### src/rtl/cs_y_collector.sv
// -----------------------------------------------------------------------------
// cs_y_collector
//
// Downstream stage of the CS filter.
//
// Function
//   - Samples the Y result stream once for every cycle in which CS accepts a
//     new X.
//   - Discards the warm-up results that CS produces while its window is still
//     filling.
//   - Buffers the remaining valid results in a first-word-fall-through FIFO.
//     The FIFO drains over a valid/ready handshake.
//   - When a result arrives while the FIFO is full, the result is dropped.
//     The dropped result is recorded in a sticky overflow flag and in a
//     saturating drop counter.
//
// Ports
//   clk        rising-edge clock, shared with CS
//   reset      asynchronous, active-low (0 = reset)
//   en         CS accepted a new X this cycle; y_in is meaningful
//   y_in       CS Y result
//   restart    synchronous flush of the FIFO that also re-arms the warm-up
//   out_data   FIFO head (holds its last value while empty)
//   out_valid  FIFO not empty
//   out_ready  consumer accepts the head when out_valid=1
//   level      current occupancy, 0..DEPTH
//   overflow   sticky flag: at least one result was dropped
//   drop_cnt   number of dropped results, saturating at 255
//   clr_ovf    synchronous clear of overflow and drop_cnt
// -----------------------------------------------------------------------------
module cs_y_collector #(
   parameter int DW     = 10,
   parameter int DEPTH  = 16,
   parameter int WARMUP = 9
) (
   input  logic                     clk,
   input  logic                     reset,
   input  logic                     en,
   input  logic [DW-1:0]            y_in,
   input  logic                     restart,
   output logic [DW-1:0]            out_data,
   output logic                     out_valid,
   input  logic                     out_ready,
   output logic [$clog2(DEPTH):0]   level,
   output logic                     overflow,
   output logic [7:0]               drop_cnt,
   input  logic                     clr_ovf
);

   localparam int AW = $clog2(DEPTH);
   localparam int LW = AW + 1;
   localparam int WW = $clog2(WARMUP + 1);

   localparam logic [LW-1:0] FULL_LVL  = LW'(DEPTH);
   localparam logic [WW-1:0] WARM_DONE = WW'(WARMUP);

   // Storage and state
   logic [DW-1:0] mem [DEPTH];

   logic [AW-1:0] wr_ptr_q,   wr_ptr_d;
   logic [AW-1:0] rd_ptr_q,   rd_ptr_d;
   logic [LW-1:0] level_q,    level_d;
   logic [WW-1:0] warm_cnt_q, warm_cnt_d;
   logic [DW-1:0] head_q,     head_d;
   logic          overflow_q, overflow_d;
   logic [7:0]    drop_cnt_q, drop_cnt_d;

   // Handshake decode
   logic          empty;
   logic          full;
   logic          smp;
   logic          pop;
   logic          push;
   logic          drop;
   logic [AW-1:0] rd_next;

   always_comb begin
      empty   = (level_q == '0);
      full    = (level_q == FULL_LVL);
      smp     = en && (warm_cnt_q == WARM_DONE);

      // restart voids every same-cycle FIFO action
      pop     = !restart && !empty && out_ready;
      push    = !restart && smp && (!full || pop);
      drop    = !restart && smp && full && !pop;

      rd_next = rd_ptr_q + AW'(1);
   end

   // Next-state logic: pointers, occupancy and warm-up progress
   always_comb begin
      wr_ptr_d   = wr_ptr_q;
      rd_ptr_d   = rd_ptr_q;
      level_d    = level_q;
      warm_cnt_d = warm_cnt_q;

      if (restart) begin
         wr_ptr_d   = '0;
         rd_ptr_d   = '0;
         level_d    = '0;
         warm_cnt_d = '0;
      end else begin
         if (en && (warm_cnt_q != WARM_DONE)) begin
            warm_cnt_d = warm_cnt_q + WW'(1);
         end
         if (push) begin
            wr_ptr_d = wr_ptr_q + AW'(1);
         end
         if (pop) begin
            rd_ptr_d = rd_next;
         end
         if (push && !pop) begin
            level_d = level_q + LW'(1);
         end else if (pop && !push) begin
            level_d = level_q - LW'(1);
         end
      end
   end

   // Registered head for first-word-fall-through output.
   // - After a pop, the next head is the entry behind the current one. That
   //   entry already exists in memory when level >= 2.
   // - When level is 1, the only possible successor is the entry being pushed
   //   in the same cycle.
   // - When nothing is left, the head keeps its last value.
   always_comb begin
      head_d = head_q;
      if (pop) begin
         if (level_q > LW'(1)) begin
            head_d = mem[rd_next];
         end else if (push) begin
            head_d = y_in;
         end
      end else if (push && empty) begin
         head_d = y_in;
      end
   end

   // Overflow bookkeeping.
   // A drop that coincides with a clear restarts the count at one. This
   // ensures the drop that happens during the clear is not lost.
   always_comb begin
      overflow_d = overflow_q;
      drop_cnt_d = drop_cnt_q;
      if (drop && clr_ovf) begin
         overflow_d = 1'b1;
         drop_cnt_d = 8'd1;
      end else if (drop) begin
         overflow_d = 1'b1;
         if (drop_cnt_q != 8'hFF) begin
            drop_cnt_d = drop_cnt_q + 8'd1;
         end
      end else if (clr_ovf) begin
         overflow_d = 1'b0;
         drop_cnt_d = 8'd0;
      end
   end

   // State registers
   always_ff @(posedge clk or negedge reset) begin
      if (!reset) begin
         wr_ptr_q   <= '0;
         rd_ptr_q   <= '0;
         level_q    <= '0;
         warm_cnt_q <= '0;
         head_q     <= '0;
         overflow_q <= 1'b0;
         drop_cnt_q <= 8'd0;
      end else begin
         wr_ptr_q   <= wr_ptr_d;
         rd_ptr_q   <= rd_ptr_d;
         level_q    <= level_d;
         warm_cnt_q <= warm_cnt_d;
         head_q     <= head_d;
         overflow_q <= overflow_d;
         drop_cnt_q <= drop_cnt_d;
      end
   end

   // FIFO storage.
   // The storage is not reset: entries are only read after being written.
   always_ff @(posedge clk) begin
      if (push) begin
         mem[wr_ptr_q] <= y_in;
      end
   end

   assign out_data  = head_q;
   assign out_valid = !empty;
   assign level     = level_q;
   assign overflow  = overflow_q;
   assign drop_cnt  = drop_cnt_q;

endmodule
### config.mk
export PLATFORM = sky130hd
export DESIGN_NAME = cs_y_collector
export DESIGN_NICKNAME = d
export VERILOG_FILES = /design/src/rtl/cs_y_collector.sv
export SDC_FILE = /design/constraint.sdc
export NUM_CORES = 1
export LEC_CHECK = 0
export ABC_CLOCK_PERIOD_IN_PS = 3100
export CELL_PAD_IN_SITES_DETAIL_PLACEMENT = 0
export CELL_PAD_IN_SITES_GLOBAL_PLACEMENT = 1
export CORE_ASPECT_RATIO = 1.25
export CORE_MARGIN = 1
export CORE_UTILIZATION = 40
export DETAILED_ROUTE_END_ITERATION = 6
export PLACE_DENSITY = 0.64
export SLEW_MARGIN = 5
export SYNTH_ARGS = -nofsm -noshare
export SYNTH_HDL_FRONTEND = slang
export SYNTH_SLANG_ARGS = --single-unit
export TNS_END_PERCENT = 5
### constraint.sdc
create_clock -name clk -period 3.1 [get_ports clk]
set_input_delay 0.31 -clock clk [delete_from_list [all_inputs] [get_ports clk]]
set_output_delay 0.31 -clock clk [all_outputs]
set_load 0.01 [all_outputs]
After elaboration in Yosys (flattened, before gate mapping)
Memories as Yosys holds them, arrays and structs flattened.
Index checks and enable logic that the tools add are counted.
W data, S select, Z words.
Storage, ports and cells
  logic and storage cells: 70
  register bits after elaboration: 36
  output and inout bits: 25
  RAM bits: 160
  input bits: 16
  memories kept: 1
Operators by class
  add/subtract/negate cells: 6
  mux-type cells: 22
  eq/ne operators: 6
  reductions and logical operators: 27
  magnitude comparators: 1
Memory list
  mem: words 16, bits a word 10, read ports 1, clocked after Yosys merged registers in 0, wr ports 1, line 58  | logic [DW-1:0] mem [DEPTH];
Operators with widths (number)
  $mux W10: 4
  $mux W8: 4
  $mux W4: 6
  $mux W5: 3
  $add A4 B1 Y4 const B: 3
  $logic_and A1 B1 Y1: 12
  $add A8 B1 Y8 const B: 1
  $ne A8 B8 Y1 const B: 1
  $reduce_bool A2 Y1: 4
  $ne A3 B1 Y1 const B: 2
  $reduce_bool A3 Y1: 2
  $add A5 B1 Y5 const B: 1
  $eq A5 B5 Y1 const B: 1
  $gt A5 B1 Y1 const B: 1
  $logic_not A1 Y1: 5
  $logic_not A5 Y1: 1
  $mux W1: 5
  $sub A5 B1 Y5 const B: 1
  $eq A4 B4 Y1 const B: 1
  $ne A4 B4 Y1 const B: 1
  $reduce_and A2 Y1: 2
  $logic_or A1 B1 Y1: 1

Logic depth before layout (Yosys ltp)
  depth in word-level cells: 11
  gate-level depth with buffers: 9
  gate-level depth less buffers: 8

Worst setup path before layout
No wires, ideal clock.
  path kind: register to register
  from: register rd_ptr_q[1]
  to: register head_q[9], in the netlist out_data[9]
  buffers on the path: 2
  setup slack: 0.776 ns
  cell stages (with the launch flop): 8
  data required time: 2.977 ns
  library setup time: 0.123 ns
  period minus slack after synthesis: 2.324 ns
  arrival: 2.201 ns
  path through: dfrtp_1 ha_1 clkbuf_1 clkbuf_1 mux4_2 mux4_2 nand2b_1 o221a_2
On the way
  word-level cells in the longest chain between the ends: 4
RTL lines
  start, declared: line 61  | logic [AW-1:0] rd_ptr_q, rd_ptr_d;
  start signal, assigned: line 171  | rd_ptr_q <= rd_ptr_d;
  $add A4 B1 Y4: line 87  | rd_next = rd_ptr_q + AW'(1);
  $mem_v2 Z16 W10
  $mux W10: line 129  | if (level_q > LW'(1)) begin
  $mux W10: line 128  | if (pop) begin
  end signal, assigned: line 166  | head_q <= '0;
  end signal, assigned: line 174  | head_q <= head_d;
  end, declared: line 64  | logic [DW-1:0] head_q, head_d;
No other way between the ends.
A chain may end at the register's enable or synchronous reset.

Worst setup path after layout
  from: register level_q[0], in the netlist level[0]
  to: output port out_valid
On the way
  word-level cells in the longest chain between the ends: 2
RTL lines
  start, declared: line 62  | logic [LW-1:0] level_q, level_d;
  start signal, assigned: line 172  | level_q <= level_d;
  $logic_not A5 Y1: line 78  | empty = (level_q == '0);
  $logic_not A1 Y1: line 189  | assign out_valid = !empty;
  end, declared: line 42  | output logic out_valid,
No other way between the ends.

==> impl_results.md <==
* HP Class: in2async
* Synth Instances at approximately 450
* Final non-filler cell total at approximately 800
* Die H at approximately 160 um
* Worst path cell trace: inv_1, ha_1, nor4b_4, inv_2, clkdlybuf4s50_1
* Final net count at between 500 and 600
* Post-synthesis cell type count at 52
* CTS clock-pin slew for the worst setup and hold paths at 0.08 ns
* Max-cap violation count at 0
* Die ar. at approximately 21000 sq um
* Critical Path End Type: output pin
* Clk buf depth at 2
* Synth top area cells: edfxtp_1, mux4_2, dfrtp_1, ha_1, o221a_2
* All-Layer GR Usage at a little under a fifth
* VDD IR-drop max at 0.000392 V
* Lkg Pwr at around 0.0032 uW
* Largest net degree at the start of global routing at 43
* CP Launch Type: flop
* Seq/Total Area, Yosys at 69.2%
* Initial Util at 40.9%
* Area Overhead vs Synth at 16.6%
* Endpoints failing setup at 0
* Routed length on met3 at 645 um
* Share of cells above drive strength 1 at 23.9%
* 1st-iter DRT viols at roughly 340
* Clk pwr share at between 20% and 30%
* Grt total ovfl at 0
* Residual DRC count at 0
* Internal power at 5220 uW
* Hold-fix buffer count after cts at 0
* Ys flop type: edfxtp_1
* CTS root buffer: clkbuf_16
* YS warnings at 0
* Dpl hpwl at roughly 12000 um
* Max FO, Critical Path at 7
* Status: finished, final reports clean
* Hold Fails Final Rpt at 0
* CP max stage delay at 0.49 ns
* Flops & latches, synth at approximately 200
* Wire per inst at between 20 and 25 um
* Vias at approximately 4200
* Worst-Margin Slew at slightly above 0.9 ns
* Width of the chip at 130 um
* Setup TNS at 0 ns
* Sequential share of power at between 40% and 50%
* CTS tree: built
* Final wirelength at 18000 um
* Net Sw Power at ~2100 uW
* Metal-1 WL at roughly 7400 um
* Commonest non-fill, non-tap cell in the layout: edfxtp_1
* Register area at between 5000 and 6000 sq um
* Fin. max-slew vios at 0
* Crit path kind: reg2out
* Min Hold Slack at roughly 0.015 ns
* Synth top area share at about three fifths
* Commonest non-fill, non-tap cells in the layout: edfxtp_1, mux4_2, clkdlybuf4s50_1
* Clock buffer count from CTS at 17
* Crit path required time at about 2.8 ns
* Clock latency on the worst-skew pair at 0.43 ns
* Number of synthesized flops with an enable pin at 160
* First-pass GRT wire length at 27800 um
* Vias in the first global route at between 4000 and 5000
* Reg-to-Reg Start: level[0]
* Initial antenna violation count at 0
* Worst Clk Skew at ~0.010 ns
* Tcrit/Tclk final at about 80%
* Post-CTS setup buffers at 0
* CP max stage cell: clkdlybuf4s50_1
* H-tree depth at 4
* Relative slew slack at a little under two fifths
* Fillers at 1774
* Worst Path Arrival at between 2 and 2.5 ns
* Fmax at 0.403 GHz
* Switching Fraction at between 20% and 30%
* Post-Syn Nets at 475
* CP startpoint: level[0]
* Min cycle time layout at ~2.5 ns
* Dpl cells at 756
* Cell taking the most area after synthesis: edfxtp_1
* FFs w/ async S/R, synth at between 15 and 20%
* Mapped cell area at roughly 8300 sq um
* Vias per inst at approximately 5.4
* RSZ-0062 raised after global routing: no
* Comb pwr share at between 20 and 30%
* RePlAce Congestion at roughly 0.75
* Syn Area/Cell at around 18 sq um
* Tot Pwr at about 7300 uW
* Fin util at 47.7%
* Routed Antenna Nets at 0
* Count of buffers from port buffering at 40
* I/O pin cnt at 41
* Footprint of the multi-input gates at about 2400 sq um
* Highest Signal Layer: met4
* Post-CTS resize count at 0
* FP Rows at 58
* Antenna diodes at 0
* Drt pass-1 iters at 4
* Met2 WL at between 9000 and 10000 um
* Clk sinks at between 150 and 200
* PD cells at roughly 760 nW/um^2
* CORE AREA at ~20000 sq um
==> state kept, by name (all words and copies together), names as in the netlist <==
signal,cells
out_data,10
level,5
overflow,1
mem,160
wr_ptr_q,4
drop_cnt,8
warm_cnt_q,4
rd_ptr_q,4
==> metal layers <==
layer	GRT usage, %	vias to the layer above
li1	-	1916
met1	23.2	2203
met2	32.2	90
met3	2.63	21
met4	8.88	0
met5	0	-
==> stage by stage <==
| stage | cell area, sq um | setup slack (ns) |
|---|---|---|
| 2_1_floorplan | 8250 | 0.776 |
| 3_3_place_gp | 9030 | 0.482 |
| 3_5_place_dp | 9030 | 0.418 |
| 4_1_cts | 9620 | 0.601 |
| 5_1_grt | 9620 | 0.451 |
| 6_report | 9620 | 0.616 |
==> final timing paths <==
check	end	cells past startpoint	slack [ns]
setup / recovery	out_valid	5	0.62
hold / removal	warm_cnt_q[1]	1	0.02
setup reg to reg	level[3]	8	0.64
hold reg to reg	overflow	2	0.55
max in group asynchronous	rd_ptr_q[0]	1	2.46
min in group clk	overflow	2	0.55
==> synthesized netlist by cell type (all sizes together) (6+ instances only) <==
library cell  number
nand2             18
mux4              50
clkbuf             9
buf               11
edfxtp           160
dfrtp             36
o221a             10
nor2              19
and2              14
xor2               6
nor4               8
inv               11
nand2b            12
xnor2              8
and4               6
ha                12
==> kinds of logic (layout without fill, tap and decap cells) <==
group | count (synthesis) | count (layout) | share of synthesized area [%]
mux | 54 | 54 | 14.1
xor+xnor | 14 | 14 | 1.76
flops | 196 | 196 | 69.2
buf+inv | 31 | 102 | 1.97
fa+ha+maj | 12 | 12 | 1.82
simple gates | 104 | 104 | 7.37
compound gates | 36 | 36 | 3.78
==> cell type report <==
type                       count  share of cell area, %
inverter                      11                  0.429
clock buffer                  17                   4.42
tap                          270                   3.51
timing repair buffer          59                   5.85
sequential                   196                   59.3
multi-input combinational    220                   24.8
clock inverter                15                   1.72
==> critical path, delay by kind of cell (launching register included) <==
family                   cells  cell delay (ns)
flip-flops                   1             0.47
adder cells (fa/ha/maj)      1             0.21
buffers and inverters        3             0.73
AND/OR/NAND/NOR              1             0.34
==> power groups by stage <==
stage	clock [uW]	combinational [uW]	sequential (uW)
floorplan	0	1420	3110
global placement	0	2140	3100
detailed placement	0	2150	3100
CTS	2250	2160	3050
global route	2330	2260	3060
finish	2190	2100	3050
Note: power is estimated with default switching activity, not from simulation.
